==> config.mk <==
export PLATFORM = sky130hd
export DESIGN_NAME = sdram_port_arbiter
export DESIGN_NICKNAME = d
export VERILOG_FILES = /design/src/rtl/sdram_arb_pkg.sv /design/src/rtl/sdram_port_arbiter_rr_pick.sv /design/src/rtl/sdram_port_arbiter.sv
export SDC_FILE = /design/constraint.sdc
export NUM_CORES = 1
export LEC_CHECK = 0
export CAP_MARGIN = 5
export CORE_AREA = 3 3 141 143
export DETAILED_ROUTE_END_ITERATION = 16
export DIE_AREA = 0 0 144 146
export PLACE_DENSITY_LB_ADDON = 0.05
export SLEW_MARGIN = 30
export SYNTH_ARGS = -nofsm -noshare
export SYNTH_HDL_FRONTEND = slang
export SYNTH_SLANG_ARGS = --single-unit
==> constraint.sdc <==
create_clock -name fpga_clk -period 5.3 [get_ports fpga_clk]
set_clock_uncertainty 0.2 [all_clocks]
set_input_delay 1.06 -clock fpga_clk [delete_from_list [all_inputs] [get_ports fpga_clk]]
set_output_delay 1.06 -clock fpga_clk [all_outputs]
set_load 0.02 [all_outputs]
==> src/rtl/sdram_arb_pkg.sv <==
// Shared types and helpers for the SDRAM user-port arbiter.
// The optional ack watchdog is enabled in the top by defining SDRAM_ARB_TIMEOUT_EN.
package sdram_arb_pkg;

   typedef enum logic [1:0] {
      IDLE = 2'd0,
      BUSY = 2'd1,
      RESP = 2'd2
   } arb_state_t;

   localparam int NUM_REQ_DEFAULT = 4;

   // Round-robin pointer width; a two-requester arbiter still needs one bit.
   function automatic int ptr_width(input int n);
      return (n <= 2) ? 1 : $clog2(n);
   endfunction

   localparam int PTR_W = ptr_width(NUM_REQ_DEFAULT);

endpackage

==> src/rtl/sdram_port_arbiter_rr_pick.sv <==
// Combinational round-robin picker: first asserted request at or after rr_ptr, circularly.
module rr_pick
   import sdram_arb_pkg::*;
#(
   parameter int NUM_REQ = 4,
   parameter int PTR_W   = ptr_width(NUM_REQ)
) (
   input  logic [NUM_REQ-1:0] req,
   input  logic [PTR_W-1:0]   rr_ptr,
   output logic [PTR_W-1:0]   win,
   output logic               any_req
);

   int idx;

   // Scanning from the farthest offset down lets the nearest request overwrite the result last.
   always_comb begin
      win     = '0;
      any_req = 1'b0;
      idx     = 0;
      for (int i = NUM_REQ - 1; i >= 0; i--) begin
         idx = int'(rr_ptr) + i;
         if (idx >= NUM_REQ) begin
            idx = idx - NUM_REQ;
         end
         if (req[idx]) begin
            win     = idx[PTR_W-1:0];
            any_req = 1'b1;
         end
      end
   end

endmodule

==> src/rtl/sdram_port_arbiter.sv <==
// Round-robin arbiter sharing the sdram_controller user port among NUM_REQ clients.
// Define SDRAM_ARB_TIMEOUT_EN to add an ack watchdog that aborts a stuck transaction with resp_err.
module sdram_port_arbiter
   import sdram_arb_pkg::*;
#(
   parameter int NUM_REQ         = 4,
   parameter int FPGA_ADDR_WIDTH = 23,
   parameter int FPGA_DATA_WIDTH = 32,
   parameter int TIMEOUT_CYCLES  = 4096
) (
   input  logic                                fpga_clk,
   input  logic                                fpga_reset,
   input  logic [NUM_REQ-1:0]                  req_valid,
   input  logic [NUM_REQ-1:0]                  req_we,
   input  logic [NUM_REQ*FPGA_ADDR_WIDTH-1:0]  req_addr,
   input  logic [NUM_REQ*FPGA_DATA_WIDTH-1:0]  req_wdata,
   output logic [NUM_REQ-1:0]                  req_ready,
   output logic [NUM_REQ-1:0]                  resp_valid,
   output logic [FPGA_DATA_WIDTH-1:0]          resp_rdata,
   output logic                                resp_err,
   output logic [FPGA_ADDR_WIDTH-1:0]          fpga_addr,
   output logic                                fpga_wr_en,
   output logic [FPGA_DATA_WIDTH-1:0]          fpga_wr_data,
   output logic                                fpga_rd_en,
   output logic                                fpga_req,
   input  logic                                fpga_ack,
   input  logic [FPGA_DATA_WIDTH-1:0]          fpga_rd_data
);

   localparam int AW    = FPGA_ADDR_WIDTH;
   localparam int DW    = FPGA_DATA_WIDTH;
   localparam int PW    = ptr_width(NUM_REQ);
   localparam logic [NUM_REQ-1:0] ONE_HOT0 = {{(NUM_REQ-1){1'b0}}, 1'b1};

   arb_state_t       state;
   arb_state_t       next_state;
   logic [PW-1:0]    rr_ptr;
   logic [PW-1:0]    grant_id;
   logic [PW-1:0]    win;
   logic             any_req;
   logic             timeout_hit;
   logic             err_flag;

   rr_pick #(
      .NUM_REQ (NUM_REQ),
      .PTR_W   (PW)
   ) u_rr_pick (
      .req     (req_valid),
      .rr_ptr  (rr_ptr),
      .win     (win),
      .any_req (any_req)
   );

`ifdef SDRAM_ARB_TIMEOUT_EN
   localparam int CNT_W = $clog2(TIMEOUT_CYCLES + 1);
   logic [CNT_W-1:0] busy_cnt;

   // Counts cycles spent in BUSY; outside BUSY it sits at zero so every grant starts fresh.
   always_ff @(posedge fpga_clk) begin
      if (fpga_reset) begin
         busy_cnt <= '0;
      end else if (state != BUSY) begin
         busy_cnt <= '0;
      end else begin
         busy_cnt <= busy_cnt + 1'b1;
      end
   end

   assign timeout_hit = (state == BUSY) && (busy_cnt == CNT_W'(TIMEOUT_CYCLES - 1));
`else
   assign timeout_hit = 1'b0;
`endif

   always_ff @(posedge fpga_clk) begin
      if (fpga_reset) begin
         state <= IDLE;
      end else begin
         state <= next_state;
      end
   end

   always_comb begin
      next_state = state;
      case (state)
         IDLE:    if (any_req) next_state = BUSY;
         BUSY:    if (fpga_ack || timeout_hit) next_state = RESP;
         RESP:    next_state = IDLE;
         default: next_state = IDLE;
      endcase
   end

   // Command/response registers; an ack always takes precedence over a same-cycle timeout.
   always_ff @(posedge fpga_clk) begin
      if (fpga_reset) begin
         req_ready    <= '0;
         resp_valid   <= '0;
         resp_rdata   <= '0;
         resp_err     <= 1'b0;
         fpga_addr    <= '0;
         fpga_wr_en   <= 1'b0;
         fpga_wr_data <= '0;
         fpga_rd_en   <= 1'b0;
         fpga_req     <= 1'b0;
         rr_ptr       <= '0;
         grant_id     <= '0;
         err_flag     <= 1'b0;
      end else begin
         req_ready  <= '0;
         resp_valid <= '0;
         resp_err   <= 1'b0;
         case (state)
            IDLE: begin
               if (any_req) begin
                  fpga_addr    <= req_addr[int'(win)*AW +: AW];
                  fpga_wr_data <= req_wdata[int'(win)*DW +: DW];
                  fpga_wr_en   <= req_we[win];
                  fpga_rd_en   <= ~req_we[win];
                  fpga_req     <= 1'b1;
                  req_ready    <= ONE_HOT0 << win;
                  grant_id     <= win;
                  if (int'(win) == NUM_REQ - 1) begin
                     rr_ptr <= '0;
                  end else begin
                     rr_ptr <= win + 1'b1;
                  end
               end
            end
            BUSY: begin
               if (fpga_ack) begin
                  fpga_req   <= 1'b0;
                  fpga_wr_en <= 1'b0;
                  fpga_rd_en <= 1'b0;
                  if (fpga_rd_en) begin
                     resp_rdata <= fpga_rd_data;
                  end
               end else if (timeout_hit) begin
                  fpga_req   <= 1'b0;
                  fpga_wr_en <= 1'b0;
                  fpga_rd_en <= 1'b0;
                  resp_rdata <= '0;
                  err_flag   <= 1'b1;
               end
            end
            RESP: begin
               resp_valid <= ONE_HOT0 << grant_id;
               resp_err   <= err_flag;
               err_flag   <= 1'b0;
            end
            default: begin
               err_flag <= 1'b0;
            end
         endcase
      end
   end

endmodule

==> out/results.ini <==
[finish]
nFillCells = 1817
stdcell_count = 1205
syn2layout_area_growth_pct = 70.9
final_net_count = 1226
drive_above_1_share = 0.0682
multi_input_area_um2 = 3070
regArea_um2 = 2080

[global_routing]
globalRouteOverflowTotal = 0
grt_pass1_vias = 6027
antenna_found_initial = 4
grt_use_total = 0.210
grt_max_degree = 96
grt_pass1_wl_um = 34500

[timing]
post-route-period-util = 0.768
setup_viol = 0
worstMarginPinSlew_ns = 0.896
slew_violations = 0
finalHoldViolCount = 0
setup_slack_ns = 1.23
fmax_mhz = 246
fin_crit_ns = 4.07
relSlewSlack = 0.403
rsz0062_at_grt = false
tns_ns = 0

[pwr]
internal_power_mw = 1.77
vdd_drop_max_mv = 0.135
p_leak_nw = 3.44
swShare = 0.320
pwr-share-clk = 0.286
power.switching_mw = 0.835
power_frac_seq = 0.349
p_comb_frac = 0.365
powerDensity_nw_per_um2 = 276

[worst_setup_path]
crit-reg2reg-launch = rr_ptr[0]
worst_path_largest_cell_delay_ns = 0.90
slowest_stage = or4b_4
path_max_fanout = 95
arrival_ns = 4.13
r2r_cells = 6
startpoint = req_valid[3]
worst-setup-path-type = in -> reg
required_ns = 5.36
rrSetupSlack_ns = 2.05
r2r_end = fpga_addr[21]
start_kind = input port
end_kind = register
cp_cell_sequence = clkdlybuf4s50_1 > nor2_1 > or4b_4 > nand2_4 > buf_12 > a211oi_1 > o31ai_1

[detailed_routing]
drc = 0
vias = 6091
drt_iter0_markers = 305
dr.pass1.iters = 4
vias_per_cell = 5.05
wl_per_cell_um = 18.9
wl_um = 22800
ant_nets = 0

[yosys]
yosys_warnings = 0
syn_area_um2 = 5530
synth_ff_type = dfxtp_1
avgSynthCellArea_um2 = 8.45
synth_cell_types = 45
postSynthNetCount = 917
yosysSeqAreaShare = 0.377
synth_cells = 654
ys_ff_latch = 104
ys_async_sr_fraction = 0
synth_edf_count = 0

[floorplanning]
die_w_um = 144
dieArea_um2 = 21000
core_area_um2 = 18700
ioPinCount = 362
start_util = 0.296
die_h_um = 146
rows = 50

[clock_network]
cts_root_buf = clkbuf_16
cts.sinks = 104
tritoncts = done
cts_hold_buf = 0
cts_buffers = 9
clkTransAtPathRegs_ns = 0.08
cts_post_setup_buffers_inserted = 0
htree_levels = 3
clockBufferDepth = 2
clk_latency_ns = 0.35
cts_resized = 0

[flow_run]
cap_violations = 0

[placed_design]
dpl.hpwl_um = 16300
gp_congestion = 0.823
preCtsSetupSlack_ns = 0.910
portBuffers = 360
dp.cells = 1186

[status]
status = completed

[worst_hold_path]
min-delay-start = fpga_wr_data[22]
hold_class = reg -> reg
whs_endpoint = fpga_wr_data[22]
holdPathStages = 2

-- state kept, by name, summed over array words and instances (netlist names) --
| register | cells |
|---|---|
| fpga_rd_en | 1 |
| fpga_addr | 23 |
| resp_valid | 4 |
| grant_id | 2 |
| req_ready | 4 |
| state | 2 |
| fpga_wr_data | 32 |
| rr_ptr | 2 |
| fpga_req | 1 |
| resp_rdata | 32 |
| fpga_wr_en | 1 |
-- layout make-up --
cell class                 instances  share of cell area
antenna                            3            0.000794
multi-input combinational        480               0.325
tap                              234              0.0310
clock buffer                      11              0.0257
clock inverter                     5             0.00900
timing repair buffer             367               0.388
sequential                       104               0.220
inverter                           1            0.000397
-- synth_stat cells (2+ instances only) --
| library cell | number | area (um^2) |
|---|---|---|
| dfxtp_1 | 104 | 2080 |
| buf_2 | 15 | 75.1 |
| a211oi_1 | 72 | 541 |
| mux2_2 | 9 | 101 |
| nor2b_1 | 5 | 31.3 |
| a211oi_2 | 20 | 250 |
| nand2_1 | 125 | 469 |
| a221o_1 | 10 | 100 |
| nand3_1 | 9 | 45.0 |
| buf_1 | 2 | 7.51 |
| o21ai_0 | 9 | 45.0 |
| buf_4 | 4 | 30.0 |
| a21oi_1 | 41 | 205 |
| o31ai_2 | 3 | 37.5 |
| nor3b_1 | 2 | 15.0 |
| o31ai_1 | 43 | 323 |
| nor4_1 | 3 | 18.8 |
| mux2i_1 | 3 | 30.0 |
| buf_6 | 12 | 135 |
| nor2_1 | 11 | 41.3 |
| and3_1 | 92 | 576 |
| nor3_1 | 2 | 10.0 |
| and2_1 | 2 | 12.5 |
| clkbuf_1 | 35 | 131 |
-- kinds of logic after synthesis --
group                  count (synthesis)  synth area share
AOI/OAI and AO/OA                    205             0.285
buffers and inverters                 70            0.0720
DFF                                  104             0.377
muxes                                 12            0.0238
other                                  1          0.000678
and+or+nand+nor                      262             0.242
-- layout by cell type, fill, tap and decap left out, types with 2 or more instances in the layout --
cell / n
a211oi_1: 72
a211oi_2: 20
a21oi_1: 41
a221o_1: 10
and2_1: 2
and3_1: 92
buf_4: 6
bufinv_16: 2
clkbuf_16: 9
clkdlybuf4s50_1: 360
dfxtp_1: 104
diode_2: 3
inv_6: 2
mux2_2: 9
mux2i_1: 3
nand2_1: 124
nand3_1: 9
nor2_1: 10
nor2_4: 2
nor2b_1: 5
nor3_1: 2
nor4_1: 3
o21ai_0: 9
o31ai_1: 43
o31ai_2: 3
or4_4: 2
-- worst max path at each step --
stage	end	depth (start not counted)	slack [ns]
finish	fpga_addr[21]	7	1.23
global route	fpga_wr_data[24]	7	1.02
CTS	fpga_wr_data[23]	7	1.29
detailed placement	fpga_addr[15]	7	0.91
global placement	fpga_addr[18]	7	1.01
floorplan	fpga_wr_data[6]	7	2.46
-- layer usage --
layer  vias to the layer above  routed length, um  track usage
met5                         -                 15            0
met4                         2                625       0.0819
met3                        35               1970       0.0601
met2                       245              11300        0.361
met1                      2771               8880        0.243
li1                       3038                  -            -
-- power groups by stage --
stage	Clock (mW)	Combinational, mW	Sequential, mW
after global placement	0	0.961	0.925
after detailed placement	0	0.961	0.928
after CTS	0.771	0.963	0.911
after floorplan	0	0.429	1.02
final	0.745	0.952	0.911
after global routing	0.796	1.03	0.922
-- worst max-delay path: cells and delay by family --
kind            cells  cell delay (ns)
simple gates        3             1.62
buf+inv             2             0.94
compound gates      2             0.39
-- per-stage QoR --
stage | power (mW) | area [um^2] | util | hold slack, ns
4_1_cts | 2.65 | 9440 | 0.505 | 0.255
5_1_grt | 2.74 | 9450 | 0.505 | 0.272
2_1_floorplan | 1.45 | 5530 | - | 0.232
3_3_place_gp | 1.89 | 9110 | 0.487 | 0.232
6_report | 2.61 | 9450 | 0.505 | 0.252
3_5_place_dp | 1.89 | 9110 | 0.487 | 0.238
No activity file was read; power rests on OpenSTA's default activity.
